$ cat src/rtl/data_sync_sink.sv
// Receiving end of the clock-domain data synchronizer: acknowledges held-valid words,
// queues them in a fall-through FIFO and offers them downstream as a valid/ready stream.
module data_sync_sink #(
    parameter int W          = 4,
    parameter int DEPTH_LOG2 = 2,
    parameter int CNT_W      = 16
) (
    input  logic                  clk,
    input  logic                  reset,
    input  logic [W-1:0]          sync_data,
    input  logic                  sync_data_valid,
    output logic                  sync_data_retrieved,
    output logic [W-1:0]          m_data,
    output logic                  m_valid,
    input  logic                  m_ready,
    output logic [DEPTH_LOG2:0]   level,
    output logic                  full,
    output logic                  empty,
    output logic [CNT_W-1:0]      accepted_count
);

    localparam int DEPTH = 1 << DEPTH_LOG2;
    localparam logic [DEPTH_LOG2:0] FULL_LEVEL = {1'b1, {DEPTH_LOG2{1'b0}}};

    // Handshake: a word is taken on an IDLE edge with sync_data_valid high and room in
    // the FIFO; sync_data_retrieved then stays high until valid is sampled low.
    // Downstream: a word leaves on every edge with m_valid && m_ready.
    typedef enum logic {IDLE = 1'b0, ACK = 1'b1} state_t;

    state_t                state_q, state_d;
    logic [DEPTH_LOG2-1:0] wr_ptr_q, wr_ptr_d;
    logic [DEPTH_LOG2-1:0] rd_ptr_q, rd_ptr_d;
    logic [DEPTH_LOG2:0]   level_q, level_d;
    logic                  full_q, full_d;
    logic                  empty_q, empty_d;
    logic [CNT_W-1:0]      count_q, count_d;
    logic [W-1:0]          mem_q [DEPTH];

    logic push;
    logic pop;

    always_comb begin
        state_d  = state_q;
        wr_ptr_d = wr_ptr_q;
        rd_ptr_d = rd_ptr_q;
        level_d  = level_q;
        count_d  = count_q;
        push     = 1'b0;
        pop      = !empty_q && m_ready;

        case (state_q)
            IDLE: begin
                // Gated by the registered full flag, so a pop cannot make room on the same edge.
                if (sync_data_valid && !full_q) begin
                    push    = 1'b1;
                    state_d = ACK;
                end
            end
            ACK: begin
                if (!sync_data_valid) begin
                    state_d = IDLE;
                end
            end
            default: state_d = IDLE;
        endcase

        if (push) begin
            wr_ptr_d = wr_ptr_q + DEPTH_LOG2'(1);
            count_d  = count_q + CNT_W'(1);
        end
        if (pop) begin
            rd_ptr_d = rd_ptr_q + DEPTH_LOG2'(1);
        end

        if (push && !pop) begin
            level_d = level_q + (DEPTH_LOG2 + 1)'(1);
        end else if (pop && !push) begin
            level_d = level_q - (DEPTH_LOG2 + 1)'(1);
        end

        full_d  = (level_d == FULL_LEVEL);
        empty_d = (level_d == '0);
    end

    always_ff @(posedge clk or posedge reset) begin
        if (reset) begin
            state_q  <= IDLE;
            wr_ptr_q <= '0;
            rd_ptr_q <= '0;
            level_q  <= '0;
            full_q   <= 1'b0;
            empty_q  <= 1'b1;
            count_q  <= '0;
        end else begin
            state_q  <= state_d;
            wr_ptr_q <= wr_ptr_d;
            rd_ptr_q <= rd_ptr_d;
            level_q  <= level_d;
            full_q   <= full_d;
            empty_q  <= empty_d;
            count_q  <= count_d;
        end
    end

    // Storage carries no reset; entries are only read while the FIFO is non-empty.
    always_ff @(posedge clk) begin
        if (push) begin
            mem_q[wr_ptr_q] <= sync_data;
        end
    end

    assign sync_data_retrieved = (state_q == ACK);
    assign m_data              = mem_q[rd_ptr_q];
    assign m_valid             = !empty_q;
    assign level               = level_q;
    assign full                = full_q;
    assign empty               = empty_q;
    assign accepted_count      = count_q;

    if (DEPTH < 2) begin : g_depth_check
        $error("data_sync_sink: DEPTH_LOG2 must be at least 1");
    end

endmodule

$ cat config.mk
export PLATFORM = sky130hd
export DESIGN_NAME = data_sync_sink
export DESIGN_NICKNAME = d
export VERILOG_FILES = /design/src/rtl/data_sync_sink.sv
export SDC_FILE = /design/constraint.sdc
export NUM_CORES = 1
export LEC_CHECK = 0
export BUFFER_PORTS_ARGS = -buffer_cell sky130_fd_sc_hd__buf_2
export CELL_PAD_IN_SITES_DETAIL_PLACEMENT = 1
export CELL_PAD_IN_SITES_GLOBAL_PLACEMENT = 1
export CORE_MARGIN = 3
export CORE_UTILIZATION = 25
export CTS_BUF_LIST = sky130_fd_sc_hd__clkbuf_8 sky130_fd_sc_hd__clkbuf_16
export DETAILED_ROUTE_END_ITERATION = 16
export HOLD_SLACK_MARGIN = 0.08
export PLACE_DENSITY = 0.5
export SLEW_MARGIN = 20
export SYNTH_ARGS = -nofsm -noshare
export SYNTH_HDL_FRONTEND = slang
export SYNTH_SLANG_ARGS = --single-unit
$ cat constraint.sdc
create_clock -name clk -period 2.85 [get_ports clk]
set_clock_uncertainty 0.05 [all_clocks]
set_input_delay 0.1425 -clock clk [delete_from_list [all_inputs] [get_ports clk]]
set_output_delay 0.1425 -clock clk [all_outputs]
set_load 0.005 [all_outputs]
Yosys cells after proc, flatten, opt, wreduce, memory -nomap -nowiden
Memories as Yosys holds them, arrays and structs flattened.
Cells that the tools add are included.
{ "totals": {"elab_cells": 32, "mem_count": 1, "output_inout_bits": 27, "regBits": 26, "input_bits": 8, "ramBits": 16} }
{ "memory_table": {"columns": ["name", "words", "word_bits", "rd", "rd_ports_with_merged_regs", "wr", "line_no", "source"], "rows": [
  ["mem_q", 4, 4, 1, 0, 1, "37", "logic [W-1:0] mem_q [DEPTH];"]
]} }
{ "classes": {"bitwise_logic": 1, "reduce_logical": 9, "n_addsub": 5, "eq_ne": 1, "mux": 8} }
{ "op_table": {"columns": ["operator", "n"], "rows": [
  ["16-bit by 1-bit adder with 16-bit output, second input constant", 1],
  ["3-bit 2-to-1 mux", 2],
  ["1-bit 2-to-1 mux", 5],
  ["2-bit by 1-bit adder with 2-bit output, second input constant", 2],
  ["1-bit logical AND", 4],
  ["1-bit logical NOT", 4],
  ["3-bit by 1-bit adder with 3-bit output, second input constant", 1],
  ["3-bit equality test, second input constant", 1],
  ["3-bit logical NOT", 1],
  ["3-bit by 1-bit subtractor with 3-bit output, second input constant", 1],
  ["1-bit one-hot mux with 2 select lines", 1],
  ["1-bit NOT", 1]
]} }

Longest topological paths before layout
{ "depth": {"word_depth": 9, "ltp_mapped": 6, "depth_no_buf": 6} }

Worst setup path before layout
Ideal clock, no wire load.
{ "synth_timing": {"kind": "register -> register", "from": "register full_q (netlist: full)", "to": "memory mem_q[0][0] (enable)", "n_path_buf": 1, "path_stages_with_launch": 4, "setup_time_ps": 309, "setup_slack_ps": 1300, "arrival_time_ps": 1191, "cell_sequence": "dfrtp_1 > nor3b_2 > clkbuf_1 > and2_1"} }
{ "synth_between": {"elab_chain_len": 6} }
{ "synth_lines": {"columns": ["element", "line_no", "source"], "rows": [
  ["from (decl)", "34", "logic full_q, full_d;"],
  ["from (signal assigned)", "99", "full_q <= full_d;"],
  ["1-bit logical NOT", "54", "if (sync_data_valid && !full_q) begin"],
  ["1-bit logical AND", "54", null],
  ["1-bit 2-to-1 mux", "54", null],
  ["1-bit 2-to-1 mux", "51", "case (state_q)"],
  ["1-bit 2-to-1 mux", "107", "if (push) begin"],
  ["1-bit 2-to-1 mux (implied by the code)", "108", "mem_q[wr_ptr_q] <= sync_data;"],
  ["to (decl)", "37", null]
]} }
Every way passes these cells.

Worst setup path in the final report
{ "layout_timing": {"from": "input port sync_data_valid", "to": "register count_q[7] (netlist: accepted_count[7])"} }
{ "layout_between": {"elab_chain_len": 3} }
{ "layout_lines": {"columns": ["element", "line_no", "source"], "rows": [
  ["from (decl)", "11", "input logic sync_data_valid,"],
  ["1-bit logical AND", "54", null],
  ["1-bit 2-to-1 mux", "54", null],
  ["1-bit 2-to-1 mux", "51", null],
  ["to (signal assigned)", "101", "count_q <= count_d;"],
  ["to (decl)", "36", "logic [CNT_W-1:0] count_q, count_d;"]
]} }
Every way passes these cells.
A chain may end at the register's enable or synchronous reset.

==> impl_metrics.ini <==
[status]
status = completed

[clock_network]
cts_made_buffers = 5
cts.clk_slew.worst_paths_ps = 70
postCtsSetupBuffers = 0
clock-sinks = 42
clk_latency_ps = 290
cts-root-buf = clkbuf_8
tritoncts = built
cts_buffer_depth = 2
htree_num_levels = 2

[sta]
min_period_ps = 1750
layout_worst_path_cycle_share = 0.615
slew_headroom = 0.625
layout_setup_ws_ps = 1100
max_freq_ghz = 0.570
worst_slew_pin_slew_ps = 562
drv_slew = 0
grt_setup_unrepaired = false
setup_viol = 0
hold_viol_final = 0
totalNegativeSetupSlack_ps = 0

[final_layout]
final_nets = 195
multi_input_area_um2 = 689
design_area_mm2 = 0.00230
regArea_mm2 = 0.00113
syn2layout_area_growth_pct = 23.0
drive_above_1_share = 0.293
n_antenna_cell = 0
layoutNonFillerInstCount = 277
fillCellCount = 781

[yosys]
ys_ff_latch = 42
synthFlopType = dfrtp_1
synth_cell_types = 35
synth.yosys.seq_area_share = 0.607
yosysTopAreaCell = dfrtp_1
synth_cells = 135
synth-warning-count = 0
synth_top_area_frac = 0.335
syn_area_mm2 = 0.00187
synth_fp_nets = 150
avgSynthCellArea_um2 = 13.8
synth.area.top_cells = dfrtp_1 (34%), edfxtp_1 (26%), xnor2_1 (8.4%)
synthArstFlopShare = 0.619
synth_edf_count = 16

[worst_setup_path]
rrSetupSlack_ps = 1130
crit_type = in2reg
worst_r2r_path_depth = 4
max_stage_delay_ps = 560
cp.arrival_ps = 1920
cp-start-kind = primary input
crit_slowest_cell = or3b_1
required_ps = 3010
rr_startpoint = full
r2r-end = accepted_count[7]
critPathMaxFanout = 7
cp_cell_sequence = dlygate4sd3_1 -> buf_2 -> or3b_1 -> nor2_8 -> and4_4 -> xor2_2
crit_path_end_kind = register

[routing]
drt_iter0_drc = 7
wl_per_cell_um = 13.4
via_per_inst = 4.21
num_vias = 1167
drcViolationCount = 0
wl_mm = 3.71
drt-pass1-iter-count = 2
ant_nets = 0

[pwr]
ir_drop_v = 0.000299
power_density_mw_per_mm2 = 820
p_leak_uw = 0.00101

[place]
dp_worst_setup_slack_ps = 1130
port_buffers = 34
gp_congestion = 0.755
placed_cells = 263
place_area_mm2 = 0.00215
hpwl_mm = 2.79

[grt]
grt-ovfl-total = 0
gr-usage-all-layers = 0.0950
grt_pass1_wl_mm = 6.34
antenna_found_initial = 0
grt_pass1_vias = 1249
grt_max_degree = 27

[floorplanning]
core-area_mm2 = 0.00702
fp.dieArea_mm2 = 0.00854
die_w_um = 92.4
dieHeight_um = 92.4
rows = 30
start_util = 0.266
io_pins = 35

[min_path]
hold_path.class = in2reg
min_path_cells = 3
whs_endpoint = rd_ptr_q[0]
hp-start = m_ready

[run]
maxCapViolations = 0
routing by layer:
layer  part of all wire  global-route usage
met5                  0                   0
met4              0.011              0.0297
met3              0.040              0.0276
met2               0.49               0.156
met1               0.46               0.120
where the power goes:
group / internal (µW) / leakage (µW) / switching (µW)
combinational: 306 / 0.000486 / 267
clock: 191 / 0.0000463 / 192
sequential: 768 / 0.000477 / 158
area by class of cell:
| class | instances | area share |
|---|---|---|
| timing repair buffer | 41 | 0.104 |
| clock inverter | 2 | 0.00327 |
| clock buffer | 6 | 0.0360 |
| inverter | 7 | 0.0114 |
| tap | 96 | 0.0523 |
| multi-input combinational | 83 | 0.300 |
| sequential | 42 | 0.493 |
logic make-up after synthesis:
group	count (synthesis)	share of synthesized area
AO/OA/AOI/OAI	8	0.0315
XOR/XNOR	20	0.0979
adder cells (fa/ha/maj)	7	0.0469
buffers and inverters	10	0.0241
flip-flops	42	0.607
multiplexers	4	0.0483
AND/OR/NAND/NOR	44	0.145
state kept, by name (all words and copies together) (netlist names):
name                 flops
level                    3
full                     1
sync_data_retrieved      1
empty                    1
mem_q                   16
rd_ptr_q                 2
accepted_count          16
wr_ptr_q                 2
Yosys cell counts, types with 2 or more instances:
library cell  number
and2_1             4
inv_1              7
dfrtp_1           25
nand4_1            5
mux4_2             4
nor2_1             3
nand2_1           11
nand3_1            7
and4_1             2
nor3_1             2
xnor2_1           18
clkbuf_1           2
o21ai_1            2
ha_1               7
edfxtp_1          16
what timing repair did:
action	in CTS	in global routing
gates resized for setup	0	0
hold buffers	5	1
hold endpoints to repair	17	25
stage by stage:
step | power, µW | hold slack (ps) | util
floorplan | 1290 | 132 | -
global placement | 1490 | 313 | 0.306
detailed placement | 1520 | 326 | 0.306
CTS | 1920 | 83.1 | 0.326
global route | 2040 | 189 | 0.327
finish | 1880 | 173 | 0.327
how the worst max path moves through the flow:
stage                     cells after the start       startpoint                  to
final                                         6  sync_data_valid   accepted_count[7]
after global routing                          6  sync_data_valid  accepted_count[14]
after CTS                                     2      rd_ptr_q[0]           m_data[3]
after detailed placement                      4             full   accepted_count[7]
after global placement                        4             full   accepted_count[7]
after floorplan                               3             full         mem_q[0][0]
critical path, delay by kind of cell:
kind	cells	cell delay (ps)
AND/OR/NAND/NOR	3	1030
buffers and inverters	2	620
XOR/XNOR	1	120
cell usage in the layout, fill, tap and decap left out, types with 2 or more instances in the layout:
cell type,Yosys,final
o21ai_1,2,2
buf_2,0,34
ha_1,7,7
edfxtp_1,16,16
clkinv_1,0,2
nand4_1,5,5
dfrtp_1,25,25
nor2_1,3,3
xnor2_1,18,18
and4_1,2,2
inv_1,7,6
and2_1,4,4
nor3_1,2,2
dlygate4sd3_1,0,6
mux4_2,4,4
nand3_1,7,7
clkbuf_8,0,6
nand2_1,11,11
Note: power is estimated with default switching activity, not from simulation.
